<file path="src/rtl/lane_pkt_pkg.sv">
// Shared K-codes, checker FSM states and error codes for the lane packet checker.
package lane_pkt_pkg;

  localparam logic [7:0] K_COMMA = 8'hBC;
  localparam logic [7:0] K_SOP   = 8'hFB;
  localparam logic [7:0] K_EOP   = 8'hFD;

  localparam int unsigned LEN_W  = 16;

  typedef enum logic [1:0] {
    ST_IDLE,
    ST_HDR2,
    ST_PAYLOAD,
    ST_EOPCHK
  } state_t;

  localparam logic [2:0] ERR_NONE   = 3'd0;
  localparam logic [2:0] ERR_DATA   = 3'd1;
  localparam logic [2:0] ERR_KCHAR  = 3'd2;
  localparam logic [2:0] ERR_NO_EOP = 3'd3;
  localparam logic [2:0] ERR_LEN    = 3'd4;
  localparam logic [2:0] ERR_SOP    = 3'd5;

  // A byte only counts as a K-code when its control flag is set.
  function automatic logic is_kchar(input logic [7:0] b, input logic k, input logic [7:0] code);
    return k && (b == code);
  endfunction

endpackage

</file>
<file path="src/rtl/lane_byte_aligner.sv">
// Comma-based byte aligner: locks the K28.5 lane while the checker is idle and
// rotates the stream so that lane becomes byte 0, one register stage deep.
module lane_byte_aligner
  import lane_pkt_pkg::*;
#(
  parameter int unsigned BYTES = 4
) (
  input  logic                 rx_clk,
  input  logic                 rst,
  input  logic [8*BYTES-1:0]   gt_data,
  input  logic [BYTES-1:0]     gt_ctrl,
  input  logic                 relock_en,
  output logic                 aligned,
  output logic [8*BYTES-1:0]   word_data,
  output logic [BYTES-1:0]     word_ctrl
);

  localparam int unsigned W     = 8 * BYTES;
  localparam int unsigned OFS_W = $clog2(BYTES);

  logic [OFS_W-1:0]   offset;
  logic [W-1:0]       prev_data;
  logic [BYTES-1:0]   prev_ctrl;
  logic               hit;
  logic [OFS_W-1:0]   hit_lane;
  logic [2*W-1:0]     join_data;
  logic [2*BYTES-1:0] join_ctrl;
  logic [W-1:0]       rot_data;
  logic [BYTES-1:0]   rot_ctrl;

  // Scan from the top lane down so the lowest matching lane wins.
  always_comb begin
    hit      = 1'b0;
    hit_lane = '0;
    for (int i = BYTES - 1; i >= 0; i--) begin
      if (is_kchar(gt_data[8*i +: 8], gt_ctrl[i], K_COMMA)) begin
        hit      = 1'b1;
        hit_lane = OFS_W'(i);
      end
    end
  end

  // Offset k>0 takes lanes k.. of the previous word plus lanes ..k-1 of the current one.
  always_comb begin
    join_data = {gt_data, prev_data};
    join_ctrl = {gt_ctrl, prev_ctrl};
    if (offset == '0) begin
      rot_data = gt_data;
      rot_ctrl = gt_ctrl;
    end else begin
      rot_data = W'(join_data >> (8 * offset));
      rot_ctrl = BYTES'(join_ctrl >> offset);
    end
  end

  always_ff @(posedge rx_clk or posedge rst) begin
    if (rst) begin
      offset    <= '0;
      aligned   <= 1'b0;
      prev_data <= '0;
      prev_ctrl <= '0;
      word_data <= '0;
      word_ctrl <= '0;
    end else begin
      prev_data <= gt_data;
      prev_ctrl <= gt_ctrl;
      word_data <= rot_data;
      word_ctrl <= rot_ctrl;
      if (relock_en && hit) begin
        offset  <= hit_lane;
        aligned <= 1'b1;
      end
    end
  end

endmodule

</file>
<file path="config.mk">
export PLATFORM = sky130hd
export DESIGN_NAME = lane_byte_aligner
export DESIGN_NICKNAME = d
export VERILOG_FILES = /design/src/rtl/lane_pkt_pkg.sv /design/src/rtl/lane_byte_aligner.sv
export SDC_FILE = /design/constraint.sdc
export NUM_CORES = 1
export LEC_CHECK = 0
export CAP_MARGIN = 5
export CORE_UTILIZATION = 50
export CTS_CLUSTER_SIZE = 30
export DETAILED_ROUTE_END_ITERATION = 10
export GPL_TIMING_DRIVEN = 0
export PLACE_DENSITY = 0.83
export SLEW_MARGIN = 30
export SYNTH_ARGS = -nofsm -noshare
export SYNTH_HDL_FRONTEND = slang
export SYNTH_SLANG_ARGS = --single-unit
</file>
<file path="constraint.sdc">
create_clock -name rx_clk -period 5.4 [get_ports rx_clk]
set_input_delay 1.35 -clock rx_clk [delete_from_list [all_inputs] [get_ports rx_clk]]
set_output_delay 1.35 -clock rx_clk [all_outputs]
set_load 0.005 [all_outputs]
</file>
# Word-level counts from Yosys, hierarchy flattened
# Index checks and enable logic that the tools add are counted.
# word_totals
reg_bits	75
input_bits	39
output_inout_bits	37
elab_cells	28
# classes
eq_ne	4
shift	2
mux	10
reduce_logical	6
# op_table
op	count
$shr 64x5->32	1
$eq 8x8->1 const B	4
$mux 32	1
$mux 2	4
$shr 8x2->4	1
$logic_and 1x1->1	5
$mux 1	4
$mux 4	1
$logic_not 2->1	1

# Depth between registers and ports, before layout
# Gate-level depths: netlist of run 1.
# depth
depth_word	7
ltp_mapped	5
depth_no_buf	4

# Worst setup path after synthesis of run 1
# No wires, ideal clock.
# synth_path
path_kind	in2reg
start	input gt_data[14]
end	register offset[0]
setup_time_ps	82
t_arrival_ps	2313
required_ps	5318
setup_slack_ps	3005
path_stages	4
path_buffers	0
cell_sequence	nand4b_1 > or4_1 > a21o_1 > a22oi_2
# synth_via
elab_chain_len	5
word_cells_on_any_way	7
cone_classes	1 x eq/ne; 4 x mux; 2 x reduce/logical
# synth_rtl
element	line	source
from (decl)	lane_byte_aligner.sv:10	input logic [8*BYTES-1:0] gt_data,
$eq 8x8->1 *	lane_pkt_pkg.sv:26	return k && (b == code);
$logic_and 1x1->1 *	lane_pkt_pkg.sv:26	
$mux 1 (2 in series)	lane_byte_aligner.sv:36	if (is_kchar(gt_data[8*i +: 8], gt_ctrl[i], K_COMMA)) begin
$logic_and 1x1->1	lane_byte_aligner.sv:69	if (relock_en && hit) begin
to (signal assigned)	lane_byte_aligner.sv:70	offset <= hit_lane;
to (decl)	lane_byte_aligner.sv:21	logic [OFS_W-1:0] offset;
# Mark *: on every way between the ends. The rest lies on a longest branch, timed or not.
# A chain may end at the register's enable or synchronous reset.

# Final worst setup path of run 1
# Same ends and word-level chain as after synthesis.

==> results of run 1 <==
-- cells in the mapped netlist (2+ instances only) --
| cell type | n | share of area |
|---|---|---|
| dfrtp_1 | 66 | 0.62 |
| buf_2 | 4 | 0.0075 |
| inv_1 | 2 | 0.0028 |
| nand4b_1 | 3 | 0.0098 |
| o21a_1 | 2 | 0.0056 |
| nand2_1 | 2 | 0.0028 |
| mux4_1 | 3 | 0.029 |
| o21ai_0 | 2 | 0.0037 |
| buf_4 | 3 | 0.0084 |
| nand3_1 | 3 | 0.0056 |
| mux4_2 | 33 | 0.28 |
| nor4_1 | 4 | 0.0093 |
-- critical path, cell delays in order --
cell             delay [ns]
clkdlybuf4s50_1        0.50
nand4b_1               0.27
or4_1                  0.51
a21o_1                 0.20
a22oi_2                0.17
-- cells by family after synthesis --
kind of cell / synth area share
AO/OA/AOI/OAI: 0.0201
buffers and inverters: 0.0201
flip-flops: 0.616
multiplexers: 0.307
AND/OR/NAND/NOR: 0.0369
-- power groups by stage --
stage               clock network [uW]  registers (uW)  logic (uW)
finish                             355             561         245
global route                       384             565         261
CTS                                363             561         247
detailed placement                   0             570         244
global placement                     0             568         236
floorplan                            0             573        97.5
-- worst paths after layout --
check / start / to / slack [ns] / cells after the start
setup / recovery: gt_data[14] / offset[0] / 2.65 / 5
hold / removal: aligned / aligned / 0.47 / 1
setup reg to reg: offset[0] / word_data[19] / 3.69 / 4
hold reg to reg: aligned / aligned / 0.47 / 1
max in group asynchronous: rst / prev_data[22] / 3.55 / 3
min in group asynchronous: rst / word_data[12] / 1.34 / 2
-- area by class of cell --
type	instances	area (sq um)	area share
Inverter	2	10.0	0.00270
Clock buffer	12	155	0.0418
Buffer	8	46.3	0.0125
Timing Repair Buffer	76	771	0.208
Sequential cell	66	1650	0.445
Tap cell	70	87.6	0.0236
Clock inverter	3	15.0	0.00405
Multi-Input combinational cell	58	975	0.263
-- routing by layer --
layer / GRT usage / vias to the layer above / wire length (um)
met1: 0.310 / 910 / 2490
met3: 0.0843 / 11 / 397
li1: - / 717 / -
met5: 0 / - / 0
met4: 0.101 / 0 / 115
met2: 0.434 / 87 / 3500
-- sequential cells by signal, indices dropped and copies added (netlist names) --
register and flops:
word_data 32, prev_data 24, word_ctrl 4, prev_ctrl 3, offset 2, aligned 1
-- per-stage QoR --
step	power [uW]	utilization	hold slack [ns]	std cells	cell area (sq um)
after global routing	1210	0.722	0.498	295	3710
after detailed placement	814	0.689	0.457	280	3540
after global placement	804	0.685	0.453	279	3520
final	1160	0.722	0.469	295	3710
after floorplan	670	-	0.459	134	2680
after CTS	1170	0.722	0.476	295	3710
==> impl_metrics.json, run 1 <==
{
  "cts_hold_buf": 0,
  "syn-instance-count": 134,
  "max_freq_ghz": 0.364,
  "clock_path_buffers": 2,
  "synth_area_sq_um": 2680,
  "post-cts-setup-buffers": 0,
  "tightest_slew_ns": 0.602,
  "synth_ff_type": "dfrtp_1",
  "fillers": 352,
  "skew_ns": 0.00472,
  "p_seq_frac": 0.483,
  "combPwrFrac": 0.211,
  "post-place-ws_ns": 2.34,
  "irDropWorstVdd_mv": 0.182,
  "dieWidth_um": 75.2,
  "yosys_warnings": 0,
  "cp_max_fo": 5,
  "period_needed_ns": 2.75,
  "finalWorstSetupSlack_ns": 2.65,
  "antenna_found_initial": 0,
  "grt_pass1_wl_um": 9650,
  "drv_cap": 0,
  "switching_share": 0.237,
  "fin_nets": 260,
  "status": "completed",
  "end_kind": "flop",
  "hold_class": "reg -> reg",
  "initial_core_util": 0.521,
  "finalHoldViolCount": 0,
  "clkSlewWorstSetupHoldPaths_ns": 0.06,
  "required_ns": 5.65,
  "synth_edf_count": 0,
  "ys_ff_latch": 66,
  "layout_common_cells": "clkdlybuf4s50_1 (75), dfrtp_1 (66), mux4_2 (33), clkbuf_8 (11)",
  "wl_per_cell_um": 22.0,
  "synth_nets": 173,
  "finalSetupViolCount": 0,
  "clkLatencyLatePin_ns": 0.33,
  "port_buffers": 75,
  "dr_total_vias": 1725,
  "syn_area_per_cell_sq_um": 20.0,
  "critPathKind": "in -> reg",
  "worstSetupStartpointType": "input pin",
  "drcViolationCount": 0,
  "wirelength_um": 6500,
  "via_per_inst": 5.85,
  "rsz0062_at_grt": "no",
  "synthArstFlopShare": 1.00,
  "areaGrowthSynthToFinish_pct": 38.5,
  "first_pass_iters": 4,
  "cts_tree": "done",
  "die_area_sq_um": 5660,
  "dr.first_iter.drc_count": 102,
  "die_y_um": 75.2,
  "power_switching_uw": 275,
  "rows": 26,
  "drv_slew": 0,
  "grt_pass1_vias": 1848,
  "grt_util_all_layers": 0.257,
  "synth_cell_type_count": 19,
  "drtAntennaViolNets": 0,
  "p_per_area_nw_per_um2": 313,
  "gr-total-overflow": 0,
  "drive_gt1_frac": 0.253,
  "gp_congestion": 0.853,
  "cts_root_buffer": "clkbuf_8",
  "seq_area_frac_synth": 0.616,
  "io-pin-count": 76,
  "layout_commonest_cell": "clkdlybuf4s50_1",
  "slew_headroom": 0.599,
  "p_leak_uw": 0.00149,
  "crit_arrival_ns": 3.00,
  "pwr-share-clk": 0.306,
  "htreeDepth": 3,
  "cts_resized": 0,
  "cts_made_buffers": 9,
  "post-route-period-util": 0.509,
  "n_antenna_cell": 0,
  "cts.sinks": 66,
  "setup_tns_ns": 0,
  "grt_max_degree": 43,
  "power.internal_uw": 886,
  "core_area_sq_um": 5140
}
No activity file was read; power rests on OpenSTA's default activity.
==> run 2, diff against run 1 <==
CORE_UTILIZATION = 42   (was 50)
PLACE_DENSITY = 0.75   (was 0.83)
clock period = 2.3 ns   (was 5.4 ns; I/O delays follow)
==> run 2 against run 1 <==
Against the previous run:
- clock power rose by 140%
- clock-buffer cell count fell by 2
- non-clock buffer count did not move
- critical path type unchanged
==> impl_metrics.json, run 2 (synthesis gave the netlist of run 1 again) <==
{
  "gp_congestion": 0.760,
  "grt_pass1_vias": 1867,
  "core_area_sq_um": 6030,
  "max_flop_register": "word_data",
  "io-pin-count": 76,
  "layout_commonest_cell": "clkdlybuf4s50_1",
  "die_y_um": 81.9,
  "max_freq_ghz": 0.517,
  "die_area_sq_um": 6700,
  "power.internal_uw": 2060,
  "post-cts-setup-buffers": 0,
  "status": "completed",
  "placed_cells": 285,
  "fillers": 460,
  "p_seq_frac": 0.479,
  "antenna_found_initial": 0,
  "initial_core_util": 0.445,
  "pwr-share-clk": 0.314,
  "p_leak_uw": 0.00148,
  "post-route-period-util": 0.842,
  "design_area_sq_um": 3730,
  "hold_class": "reg -> reg",
  "grt_util_all_layers": 0.215,
  "worstSetupStartpointType": "input pin",
  "cts_tree": "done",
  "drv_cap": 0,
  "multi_input_area_sq_um": 975,
  "gr-total-overflow": 0,
  "final_cell_count_no_fill": 301,
  "finish.utilization": 0.619,
  "htreeDepth": 3,
  "dpl.hpwl_um": 4390,
  "wl_per_cell_um": 20.6,
  "power_switching_uw": 685,
  "first_pass_iters": 4,
  "clkLatencyLatePin_ns": 0.34,
  "ff_latch_area_sq_um": 1650,
  "combPwrFrac": 0.207,
  "cts_resized": 0,
  "clkSlewWorstSetupHoldPaths_ns": 0.07,
  "finalHoldViolCount": 0,
  "layout_common_cells": "clkdlybuf4s50_1 (75), dfrtp_1 (66), mux4_2 (33), clkbuf_8 (10)",
  "grt_max_degree": 38,
  "via_per_inst": 5.75,
  "place_area_sq_um": 3550,
  "finalSetupViolCount": 0,
  "dieWidth_um": 81.9,
  "largest_reg_flops": 32,
  "cp_max_fo": 5,
  "wirelength_um": 6190,
  "slew_headroom": 0.576,
  "finalPower_uw": 2750,
  "p_per_area_nw_per_um2": 737,
  "period_needed_ns": 1.94,
  "required_ns": 2.56,
  "rsz0062_at_grt": "no",
  "dr_total_vias": 1732,
  "end_kind": "flop",
  "drive_gt1_frac": 0.261,
  "port_buffers": 75,
  "switching_share": 0.250,
  "skew_ns": 0.00551,
  "critPathKind": "in -> reg",
  "cts_root_buffer": "clkbuf_8",
  "cts_hold_buf": 0,
  "grt_pass1_wl_um": 9990,
  "tightest_slew_ns": 0.637,
  "clock_path_buffers": 2,
  "drcViolationCount": 0,
  "dr.first_iter.drc_count": 100,
  "n_antenna_cell": 0,
  "drtAntennaViolNets": 0,
  "whs_ns": 0.476,
  "drv_slew": 0,
  "reg_top3": "word_data (32), prev_data (24), word_ctrl (4)",
  "rows": 28,
  "crit_arrival_ns": 2.20,
  "irDropWorstVdd_mv": 0.508,
  "cts.sinks": 66,
  "cts_made_buffers": 9,
  "fin_nets": 260,
  "areaGrowthSynthToFinish_pct": 39.1
}
==> run 2: cell count changes in the layout (fill, tap and decap cells not counted) <==
| cell | before | now |
|---|---|---|
| clkinv_2 | 3 | 2 |
| clkbuf_1 | 1 | 0 |
| clkinvlp_4 | 0 | 2 |
| clkbuf_8 | 11 | 10 |
| clkinv_4 | 0 | 2 |
==> run 2: critical path, cell delays in order <==
cell and delay [ns]:
clkdlybuf4s50_1 0.50, nand4b_1 0.26, or4_1 0.50, a21o_1 0.20
a22oi_2 0.16
==> run 2: worst paths after layout <==
path	from	end	slack (ns)	cells past startpoint
setup / recovery	gt_data[14]	offset[0]	0.36	5
hold / removal	aligned	aligned	0.48	1
setup reg to reg	offset[0]	word_data[15]	0.62	4
hold reg to reg	aligned	aligned	0.48	1
max in group asynchronous	rst	word_ctrl[3]	1.19	3
min in group asynchronous	rst	word_data[19]	0.60	2
==> run 2: stage by stage <==
step | worst slack (ns) | setup TNS (ns)
2_1_floorplan | 0.0702 | 0
6_report | 0.364 | 0
4_1_cts | 0.383 | 0
5_1_grt | 0.266 | 0
3_3_place_gp | -0.912 | -60.02
3_5_place_dp | 0.0336 | 0
==> run 2: area by class of cell <==
cell class / instances / share of cell area
multi-input cells: 58 / 0.261
flip-flops and latches: 66 / 0.443
clock buffers: 10 / 0.0369
clock inverters: 6 / 0.0114
repair buffers: 76 / 0.207
plain buffers: 8 / 0.0124
inverters: 2 / 0.00269
well taps: 75 / 0.0252
==> run 2: power by group through the flow <==
| stage | Combinational [uW] | Sequential, uW | Clock (uW) |
|---|---|---|---|
| after floorplan | 229 | 1340 | 0 |
| after global placement | 563 | 1340 | 0 |
| after detailed placement | 575 | 1340 | 0 |
| after CTS | 578 | 1320 | 878 |
| after global routing | 612 | 1330 | 933 |
| final | 569 | 1320 | 861 |
==> run 2: layer usage <==
metal	track usage	up-vias	part of all wire
li1	-	717	-
met1	0.282	930	0.40
met2	0.339	79	0.51
met3	0.0533	6	0.079
met4	0.0947	0	0.0097
met5	0	-	0
==> run 3, diff against run 2 <==
clock period = 1.7 ns   (was 2.3 ns; I/O delays follow)
==> run 3 against run 2 <==
Against the previous run:
- global-route usage rose by 1.0 points
- largest cell class unchanged
- total power rose by 40%
- routed wire length rose by 4.3%
- clock power rose by 48%
- critical path depth did not move
- sequential cell count did not move
- combinational power rose by 38%
- hold slack got worse by 0.057 ns
==> impl_metrics.json, run 3 (synthesis gave the netlist of run 1 again) <==
{
  "irDropWorstVdd_mv": 0.504,
  "clock_path_buffers": 2,
  "dieWidth_um": 81.9,
  "cts.sinks": 66,
  "layout_commonest_cell": "clkdlybuf4s50_1",
  "p_seq_frac": 0.464,
  "gr-total-overflow": 0,
  "worstSetupStartpointType": "input pin",
  "die_y_um": 81.9,
  "p_per_area_nw_per_um2": 1010,
  "crit_arrival_ns": 1.94,
  "grt_pass1_wl_um": 10400,
  "cts_root_buffer": "clkbuf_8",
  "rsz0062_at_grt": "yes",
  "drtAntennaViolNets": 0,
  "rows": 28,
  "post-place-ws_ns": -0.434,
  "power.internal_uw": 2930,
  "finalWorstSetupSlack_ns": 0.0262,
  "reg_top3": "word_data (32), prev_data (24), word_ctrl (4)",
  "drcViolationCount": 0,
  "gp_congestion": 0.862,
  "n_antenna_cell": 0,
  "whs_ns": 0.419,
  "first_pass_iters": 4,
  "cts_tree": "done",
  "die_area_sq_um": 6700,
  "largest_reg_flops": 32,
  "skew_ns": 0.00603,
  "cts_hold_buf": 0,
  "layout_common_cells": "clkdlybuf4s50_1 (71), dfrtp_1 (66), mux4_2 (33), clkbuf_8 (10), dlygate4sd2_1 (4)",
  "slew_headroom": 0.703,
  "antenna_found_initial": 0,
  "critPathKind": "in -> reg",
  "grt_pass1_vias": 1874,
  "required_ns": 1.97,
  "drive_gt1_frac": 0.270,
  "fin_nets": 261,
  "setup_tns_ns": 0,
  "cts_made_buffers": 9,
  "power_switching_uw": 911,
  "switching_share": 0.237,
  "port_buffers": 75,
  "r2r_cells": 3,
  "p_leak_uw": 0.00152,
  "final_cell_count_no_fill": 301,
  "dr_total_vias": 1748,
  "status": "completed",
  "htreeDepth": 3,
  "areaGrowthSynthToFinish_pct": 41.6,
  "core_area_sq_um": 6030,
  "hold_class": "in -> reg",
  "end_kind": "flop",
  "grt_util_all_layers": 0.225,
  "clkSlewWorstSetupHoldPaths_ns": 0.07,
  "drv_slew": 0,
  "wl_per_cell_um": 21.5,
  "max_flop_register": "word_data",
  "period_needed_ns": 1.67,
  "io-pin-count": 76,
  "post-route-period-util": 0.985,
  "via_per_inst": 5.81,
  "initial_core_util": 0.445,
  "wirelength_um": 6460,
  "finalPower_uw": 3850,
  "tightest_slew_ns": 0.441,
  "pwr-share-clk": 0.331,
  "combPwrFrac": 0.204,
  "cp_max_fo": 5,
  "finalSetupViolCount": 0,
  "finalHoldViolCount": 0,
  "max_freq_ghz": 0.597,
  "drv_cap": 0,
  "clkLatencyLatePin_ns": 0.34,
  "hold_path_depth": 1,
  "grt_max_degree": 27,
  "placed_cells": 286,
  "dr.first_iter.drc_count": 96
}
## run 3: cell count changes in the layout (fill, tap and decap cells not counted), moves of 2 or more
cell | previous run | this run
nor4_2 | 0 | 2
buf_6 | 0 | 2
clkbuf_1 | 0 | 2
dlygate4sd2_1 | 0 | 4
clkinv_4 | 2 | 0
clkdlybuf4s50_1 | 75 | 71
buf_4 | 3 | 1
nor4_1 | 4 | 1
## run 3: area by class of cell
type                       count  area [sq um]
fill                         441          2230
sequential                    66          1650
multi-input combinational     58          1000
timing repair buffer          77           793
clock buffer                  12           145
tap                           75          93.8
buffer                         8          57.6
clock inverter                 3          40.0
inverter                       2          11.3
## run 3: stage by stage
step,area [sq um],utilization
4_1_cts,3760,0.623
3_3_place_gp,3530,0.586
3_5_place_dp,3580,0.593
6_report,3790,0.630
5_1_grt,3790,0.630
2_1_floorplan,2680,-
## run 3: worst max-delay path: stages
cell	delay, ns
clkdlybuf4s50_1	0.56
nand3_1	0.15
or4_1	0.42
a21o_1	0.20
a22oi_2	0.18
## run 3: worst paths after layout
| path | startpoint | end | slack, ns |
|---|---|---|---|
| worst max register to register | offset[1] | word_data[19] | 0.09 |
| max in group asynchronous | rst | prev_data[21] | 0.60 |
| worst min register to register | aligned | aligned | 0.47 |
| min in group asynchronous | rst | word_data[19] | 0.44 |
| worst min-delay path | gt_data[14] | prev_data[14] | 0.42 |
| worst max-delay path | gt_data[10] | offset[0] | 0.03 |
## run 3: power by group through the flow
stage	Clock [uW]	Sequential [uW]	Combinational, uW
2_1_floorplan	0	1820	310
3_3_place_gp	0	1810	759
3_5_place_dp	0	1810	787
4_1_cts	1310	1790	786
5_1_grt	1370	1800	841
6_report	1270	1790	786
## run 3: per-layer routing
metal	GRT usage	vias up	share of wire
met1	0.310	929	0.43
met3	0.0422	12	0.054
met4	0.116	0	0.024
met5	0	-	0
li1	-	718	-
met2	0.341	89	0.49
## run 3: repair_timing
| item | CTS | global route |
|---|---|---|
| endpoints found under the setup margin | 1 | 18 |
| setup buffers | 0 | 0 |
| gates cloned | 0 | 0 |
| resized for setup | 4 | 8 |
